**src/rtl/ps2_pkg.sv**
```systemverilog
// Shared PS/2 keyboard definitions: Set-2 scan-code constants, frame and
// decode state encodings, and the odd-parity helper.
package ps2_pkg;

  localparam logic [7:0] KEY_UP    = 8'h75;
  localparam logic [7:0] KEY_DOWN  = 8'h72;
  localparam logic [7:0] KEY_LEFT  = 8'h6B;
  localparam logic [7:0] KEY_RIGHT = 8'h74;
  localparam logic [7:0] PFX_EXT   = 8'hE0;
  localparam logic [7:0] PFX_BREAK = 8'hF0;

  typedef enum logic [1:0] {
    FR_IDLE   = 2'd0,
    FR_DATA   = 2'd1,
    FR_PARITY = 2'd2,
    FR_STOP   = 2'd3
  } frame_state_e;

  typedef enum logic [1:0] {
    DEC_NORMAL    = 2'd0,
    DEC_EXT       = 2'd1,
    DEC_BREAK     = 2'd2,
    DEC_EXT_BREAK = 2'd3
  } dec_state_e;

  // True when data bits plus parity bit hold an odd number of ones.
  function automatic logic odd_parity_ok(input logic [7:0] d, input logic p);
    return ^{d, p};
  endfunction

endpackage

```
**src/rtl/ps2_frame_rx.sv**
```systemverilog
// PS/2 frame receiver: pin synchronisers, optional ps2_clk glitch filter
// (PS2_GLITCH_FILTER_EN), 11-bit frame FSM and mid-frame timeout.
module ps2_frame_rx
  import ps2_pkg::*;
#(
  parameter int TIMEOUT_CYCLES = 5000,
  parameter int FILTER_CYCLES  = 8
) (
  input  logic         clk,
  input  logic         rst,
  input  logic         ps2_clk_i,
  input  logic         ps2_data_i,
  output logic [7:0]   byte_data_o,
  output logic         byte_valid_o,
  output logic         frame_err_o,
  output logic         byte_strobe_o,
  output logic [7:0]   byte_next_o,
  output frame_state_e state_o
);

  localparam int TW = $clog2(TIMEOUT_CYCLES + 1);

`ifdef PS2_GLITCH_FILTER_EN
  localparam bit FiltEn = 1'b1;
`else
  localparam bit FiltEn = 1'b0;
`endif

  logic clk_s1_q, clk_s2_q, data_s1_q, data_s2_q;
  logic clk_lvl, clk_prev_q, fall;

  always_ff @(posedge clk or posedge rst) begin
    if (rst) begin
      clk_s1_q  <= 1'b1;
      clk_s2_q  <= 1'b1;
      data_s1_q <= 1'b1;
      data_s2_q <= 1'b1;
    end else begin
      clk_s1_q  <= ps2_clk_i;
      clk_s2_q  <= clk_s1_q;
      data_s1_q <= ps2_data_i;
      data_s2_q <= data_s1_q;
    end
  end

  // The filtered level follows the pin only after FILTER_CYCLES agreeing samples.
  if (FiltEn && FILTER_CYCLES > 0) begin : g_filt
    localparam int FW = $clog2(FILTER_CYCLES + 1);
    logic [FW-1:0] fcnt_q;
    logic          filt_q;

    always_ff @(posedge clk or posedge rst) begin
      if (rst) begin
        fcnt_q <= '0;
        filt_q <= 1'b1;
      end else if (clk_s2_q == filt_q) begin
        fcnt_q <= '0;
      end else if (fcnt_q == FW'(FILTER_CYCLES - 1)) begin
        fcnt_q <= '0;
        filt_q <= clk_s2_q;
      end else begin
        fcnt_q <= fcnt_q + 1'b1;
      end
    end
    assign clk_lvl = filt_q;
  end else begin : g_nofilt
    assign clk_lvl = clk_s2_q;
  end

  always_ff @(posedge clk or posedge rst) begin
    if (rst) clk_prev_q <= 1'b1;
    else     clk_prev_q <= clk_lvl;
  end

  assign fall = clk_prev_q & ~clk_lvl;

  frame_state_e  state_q, state_d;
  logic [2:0]    bitcnt_q;
  logic [7:0]    shift_q;
  logic          par_q;
  logic [TW-1:0] tmo_q;
  logic          timeout;
  logic          shift_en, par_en, stop_ev, good, bad;

  assign timeout = (state_q != FR_IDLE) && !fall && (tmo_q == TW'(TIMEOUT_CYCLES - 1));

  always_ff @(posedge clk or posedge rst) begin
    if (rst) state_q <= FR_IDLE;
    else     state_q <= state_d;
  end

  always_comb begin
    state_d = state_q;
    if (timeout) begin
      state_d = FR_IDLE;
    end else if (fall) begin
      unique case (state_q)
        FR_IDLE:   if (!data_s2_q) state_d = FR_DATA;
        FR_DATA:   if (bitcnt_q == 3'd7) state_d = FR_PARITY;
        FR_PARITY: state_d = FR_STOP;
        FR_STOP:   state_d = FR_IDLE;
        default:   state_d = FR_IDLE;
      endcase
    end
  end

  always_comb begin
    shift_en = 1'b0;
    par_en   = 1'b0;
    stop_ev  = 1'b0;
    unique case (state_q)
      FR_DATA:   shift_en = fall;
      FR_PARITY: par_en   = fall;
      FR_STOP:   stop_ev  = fall;
      default:   ;
    endcase
    good = stop_ev && data_s2_q && odd_parity_ok(shift_q, par_q);
    bad  = (stop_ev && !good) || timeout;
  end

  always_ff @(posedge clk or posedge rst) begin
    if (rst) begin
      bitcnt_q     <= '0;
      shift_q      <= '0;
      par_q        <= 1'b0;
      tmo_q        <= '0;
      byte_data_o  <= '0;
      byte_valid_o <= 1'b0;
      frame_err_o  <= 1'b0;
    end else begin
      if (state_q == FR_IDLE) bitcnt_q <= '0;
      else if (shift_en)      bitcnt_q <= bitcnt_q + 1'b1;
      if (shift_en) shift_q <= {data_s2_q, shift_q[7:1]};
      if (par_en)   par_q   <= data_s2_q;
      if (state_q == FR_IDLE || fall)       tmo_q <= '0;
      else if (tmo_q != TW'(TIMEOUT_CYCLES)) tmo_q <= tmo_q + 1'b1;
      if (good) byte_data_o <= shift_q;
      byte_valid_o <= good;
      frame_err_o  <= bad;
    end
  end

  // The strobe lets the decoder register its result alongside byte_valid.
  assign byte_strobe_o = good;
  assign byte_next_o   = shift_q;
  assign state_o       = state_q;

endmodule

```
**src/rtl/ps2_keycode_rx.sv**
```systemverilog
// PS/2 Set-2 keycode receiver: frame reception plus make/break/E0 decoding
// into a held keycode. Optional PS2_GLITCH_FILTER_EN filters ps2_clk.
// byte_valid is a one-cycle strobe with no ready; byte_data must be taken then.
module ps2_keycode_rx
  import ps2_pkg::*;
#(
  parameter int TIMEOUT_CYCLES = 5000,
  parameter int FILTER_CYCLES  = 8
) (
  input  logic       clk,
  input  logic       rst,
  input  logic       ps2_clk,
  input  logic       ps2_data,
  output logic [7:0] keycode,
  output logic       key_ext,
  output logic [7:0] byte_data,
  output logic       byte_valid,
  output logic       frame_err
);

  logic         strobe;
  logic [7:0]   nbyte;
  frame_state_e frame_state;

  ps2_frame_rx #(
    .TIMEOUT_CYCLES (TIMEOUT_CYCLES),
    .FILTER_CYCLES  (FILTER_CYCLES)
  ) u_frame (
    .clk           (clk),
    .rst           (rst),
    .ps2_clk_i     (ps2_clk),
    .ps2_data_i    (ps2_data),
    .byte_data_o   (byte_data),
    .byte_valid_o  (byte_valid),
    .frame_err_o   (frame_err),
    .byte_strobe_o (strobe),
    .byte_next_o   (nbyte),
    .state_o       (frame_state)
  );

  dec_state_e dec_q, dec_d;
  logic [7:0] key_q;
  logic       ext_q;
  logic       make_en, make_ext, brk_en, brk_ext;

  always_ff @(posedge clk or posedge rst) begin
    if (rst) dec_q <= DEC_NORMAL;
    else     dec_q <= dec_d;
  end

  always_comb begin
    dec_d = dec_q;
    if (strobe) begin
      unique case (dec_q)
        DEC_NORMAL: begin
          if (nbyte == PFX_EXT)        dec_d = DEC_EXT;
          else if (nbyte == PFX_BREAK) dec_d = DEC_BREAK;
        end
        DEC_EXT: dec_d = (nbyte == PFX_BREAK) ? DEC_EXT_BREAK : DEC_NORMAL;
        default: dec_d = DEC_NORMAL;
      endcase
    end
  end

  // In a break state every byte is the code itself, prefixes included.
  always_comb begin
    make_en  = 1'b0;
    make_ext = 1'b0;
    brk_en   = 1'b0;
    brk_ext  = 1'b0;
    if (strobe) begin
      unique case (dec_q)
        DEC_NORMAL:    make_en = (nbyte != PFX_EXT) && (nbyte != PFX_BREAK);
        DEC_EXT: begin
          make_en  = (nbyte != PFX_BREAK);
          make_ext = 1'b1;
        end
        DEC_BREAK:     brk_en = 1'b1;
        DEC_EXT_BREAK: begin
          brk_en  = 1'b1;
          brk_ext = 1'b1;
        end
        default: ;
      endcase
    end
  end

  always_ff @(posedge clk or posedge rst) begin
    if (rst) begin
      key_q <= '0;
      ext_q <= 1'b0;
    end else if (make_en) begin
      key_q <= nbyte;
      ext_q <= make_ext;
    end else if (brk_en && (nbyte == key_q) && (brk_ext == ext_q)) begin
      key_q <= '0;
      ext_q <= 1'b0;
    end
  end

  assign keycode = key_q;
  assign key_ext = ext_q;

endmodule
```
**config.mk**
```make
export PLATFORM = sky130hd
export DESIGN_NAME = ps2_keycode_rx
export DESIGN_NICKNAME = d
export VERILOG_FILES = /design/src/rtl/ps2_pkg.sv /design/src/rtl/ps2_frame_rx.sv /design/src/rtl/ps2_keycode_rx.sv
export SDC_FILE = /design/constraint.sdc
export NUM_CORES = 1
export LEC_CHECK = 0
export BUFFER_PORTS_ARGS = -buffer_cell sky130_fd_sc_hd__buf_2
export CORE_AREA = 2 2 73 82
export DETAILED_ROUTE_END_ITERATION = 16
export DIE_AREA = 0 0 75 84
export GPL_TIMING_DRIVEN = 0
export PLACE_DENSITY_LB_ADDON = 0.25
export SYNTH_ARGS = -nofsm -noshare
export SYNTH_HDL_FRONTEND = slang
export SYNTH_SLANG_ARGS = --single-unit
```
**constraint.sdc**
```tcl
create_clock -name clk -period 3.3 [get_ports clk]
set_input_delay 0.99 -clock clk [delete_from_list [all_inputs] [get_ports clk]]
set_output_delay 0.99 -clock clk [all_outputs]
set_load 0.05 [all_outputs]
```
==> flow_summary.yaml <==
floorplan:
  core_um2: 5550
  initial_core_util_pct: 47.4
  pin_count: 23
  die_h_um: 84
  fp-row-count: 29
  die_w_um: 75
  dieArea_um2: 6300
timing:
  hold_viol: 0
  finalSetupViolCount: 0
  min_period_ps: 2420
  rsz0062_at_grt: "false"
  finClkSkew_ps: 3.98
  setup-tns-final_ps: 0
  holdWs_ps: 360
  period_share_pct: 73.2
  worstMarginPinSlew_ps: 640
  drv_slew: 0
  relSlewSlack_pct: 57.1
  fmax_mhz: 414
clock_tree:
  clock-root-buffer: "clkbuf_8"
  worst_skew_pair.late_latency_ps: 300
  hold_buffers: 0
  h-tree-depth: 2
  cts_setup_buffers: 0
  clock_sink_count: 53
  clockBufferDepth: 2
  cts.clk_slew.worst_paths_ps: 90
  cts_made_buffers: 5
  cts-resized-gates: 0
  cts_tree: "built"
grt:
  track_usage_pct: 16.6
  grt_max_degree: 38
  antenna_found_initial: 0
  grt_pass1_wl_um: 8050
  grt-busiest-layer: "met2"
  gr-usage-met2_pct: 28.0
  met3_usage_pct: 3.74
  gr-usage-met1_pct: 19.6
  overflow: 0
  grt_pass1_vias: 1778
finish:
  layout-drive-gt1-share_pct: 27.0
  multiInputGateArea_um2: 1200
  antenna_cells: 0
  fin_nets: 275
  syn2layout_area_growth_pct: 11.9
  final_common_cell: "dfrtp_1"
  layout_common_cells: "dfrtp_1, buf_2, mux2_2, nand2_1, xor2_1"
  fillers: 533
  regArea_um2: 1330
yosys:
  synth_edf_count: 0
  synth_xor_area_share_pct: 9.13
  synth_fa_ha_area_share_pct: 4.28
  synth_top_family_by_area: "simple AND/OR/NAND/NOR gates"
  synth_compound_area_share_pct: 9.99
  muxShareOfSynthArea_pct: 7.66
  synth_seq_cells: 53
  netlist_area_um2: 2630
  synthSimpleGateAreaFrac_pct: 14.5
  seq_area_frac_synth_pct: 50.6
  syn_area_per_cell_um2: 11.3
  ys_warn_count: 0
  synth_async_sr_flop_share_pct: 100
  synthCells: 232
  syn-num-nets: 245
  synth.distinct_cells: 50
  synth_flop_cell: "dfrtp_1"
setup_path:
  cp.required_ps: 3490
  crit_fanout: 8
  cp.depth: 6
  cp.arrival_ps: 2610
  rr_worst_depth: 6
  startpoint_type: "flip-flop"
  cpMaxStageDelayCell: "dfrtp_1"
  r2r_start: "u_frame.state_o[0]"
  crit_family: "simple AND/OR/NAND/NOR gates"
  critPathKind: "flip-flop to flip-flop"
  crit_path_cell_trace: "ha_1 > nand4b_2 > nor4_1 > nand4_1 > and3_1 > a221o_2"
  r2r_slack_ps: 880
  cpPeakStageDelay_ps: 410
  crit_path_end_kind: "flip-flop"
  critPathBufInv: 0
  r2r_end: "keycode[0]"
placement:
  io_buffers: 22
  hpwlAfterDp_um: 3300
  gp_congestion: 0.791
hold_path:
  worstHoldPathType: "flip-flop to flip-flop"
  holdPathEnd: "u_frame.clk_lvl"
  hold_depth: 0
  hp-start: "u_frame.clk_s1_q"
power:
  ir_drop_mv: 0.532
  p_leak_nw: 1.39
  cellPowerDensity_nw_per_um2: 845
route:
  viasPerCell: 5.12
  post_drt_wl_per_cell_um: 13.6
  detail-route-antenna-nets: 0
  drt_wl_total_um: 4630
  drcViolationCount: 0
  via_count: 1741
  drt_iter0_markers: 37
  first_pass_iters: 4
flow_run:
  timing.max_cap.violations: 0
run_status:
  outcome: "complete, no violations"
-- worst reg2reg max path: stages (launching register included) --
cell and delay (ps):
dfrtp_1 410, ha_1 230, nand4b_2 300, nor4_1 410
nand4_1 360, and3_1 310, a221o_2 290
-- metrics by stage --
step | cells | utilization (%) | total power, mW | cell area, um2 | worst slack (ps)
final | 340 | 53.0 | 2.49 | 2940 | 884
after global routing | 340 | 53.0 | 2.68 | 2940 | 741
after CTS | 340 | 53.0 | 2.53 | 2940 | 890
after detailed placement | 332 | 51.5 | 2.16 | 2860 | 915
after global placement | 331 | 51.1 | 2.13 | 2840 | 364
after floorplan | 232 | - | 1.91 | 2630 | 1030
-- logic make-up (layout without fill, tap and decap cells) --
kind of cell	after synthesis	count (layout)
AND/OR/NAND/NOR	67	67
flip-flops	53	53
AO/OA/AOI/OAI	38	38
XOR/XNOR	24	24
buffers and inverters	23	54
multiplexers	18	18
adder cells (fa/ha/maj)	9	9
-- final cells by class --
| type | count | share of cell area, % |
|---|---|---|
| plain buffers | 12 | 2.04 |
| clock buffers | 5 | 2.34 |
| clock inverters | 3 | 0.595 |
| inverters | 11 | 1.40 |
| multi-input cells | 156 | 40.7 |
| flip-flops and latches | 53 | 45.3 |
| well taps | 77 | 3.27 |
| repair buffers | 23 | 4.42 |
-- how the worst max path moves through the flow --
stage / start / endpoint / slack (ps)
after floorplan: rst / dec_q[0] / 1030
after global placement: rst / u_frame.state_o[1] / 360
after detailed placement: u_frame.state_o[0] / keycode[0] / 910
after CTS: u_frame.state_o[0] / keycode[0] / 890
after global routing: u_frame.state_o[0] / keycode[0] / 740
final: u_frame.state_o[0] / keycode[0] / 880
-- state kept, by name, indices dropped and copies added, names as in the netlist --
name                  count
dec_q                     2
u_frame.byte_data_o       8
u_frame.clk_lvl           1
u_frame.data_s2_q         1
keycode                   8
u_frame.clk_prev_q        1
u_frame.tmo_q            13
u_frame.state_o           2
u_frame.byte_next_o       8
u_frame.byte_valid_o      1
u_frame.frame_err_o       1
u_frame.data_s1_q         1
u_frame.bitcnt_q          3
u_frame.clk_s1_q          1
u_frame.par_q             1
key_ext                   1
-- cell usage after synthesis, types with 4 or more instances --
library cell	number	share of area, %
nand3_1	6	1.1
mux2_2	17	7.3
xnor2_1	6	2.0
dfstp_2	5	5.0
or3_1	7	1.7
ha_1	9	4.3
nor2_1	12	1.7
a221o_1	4	1.5
nand4_1	5	1.2
clkbuf_1	5	0.71
and3_1	5	1.2
xor2_1	15	5.0
inv_1	11	1.6
o21ai_0	11	2.1
buf_2	4	0.76
a21oi_1	8	1.5
nand2_1	15	2.1
dfrtp_1	48	46
-- power by group --
part,internal (mW),switching (mW)
combinational,0.494,0.762
clock,0.147,0.209
sequential,0.776,0.100
total,1.42,1.07
-- routing by layer --
| metal | vias to the layer above | wire, um |
|---|---|---|
| met4 | 0 | 44 |
| met5 | - | 0 |
| li1 | 880 | - |
| met2 | 22 | 2390 |
| met1 | 837 | 2080 |
| met3 | 2 | 115 |
No activity file was read; power rests on OpenSTA's default activity.
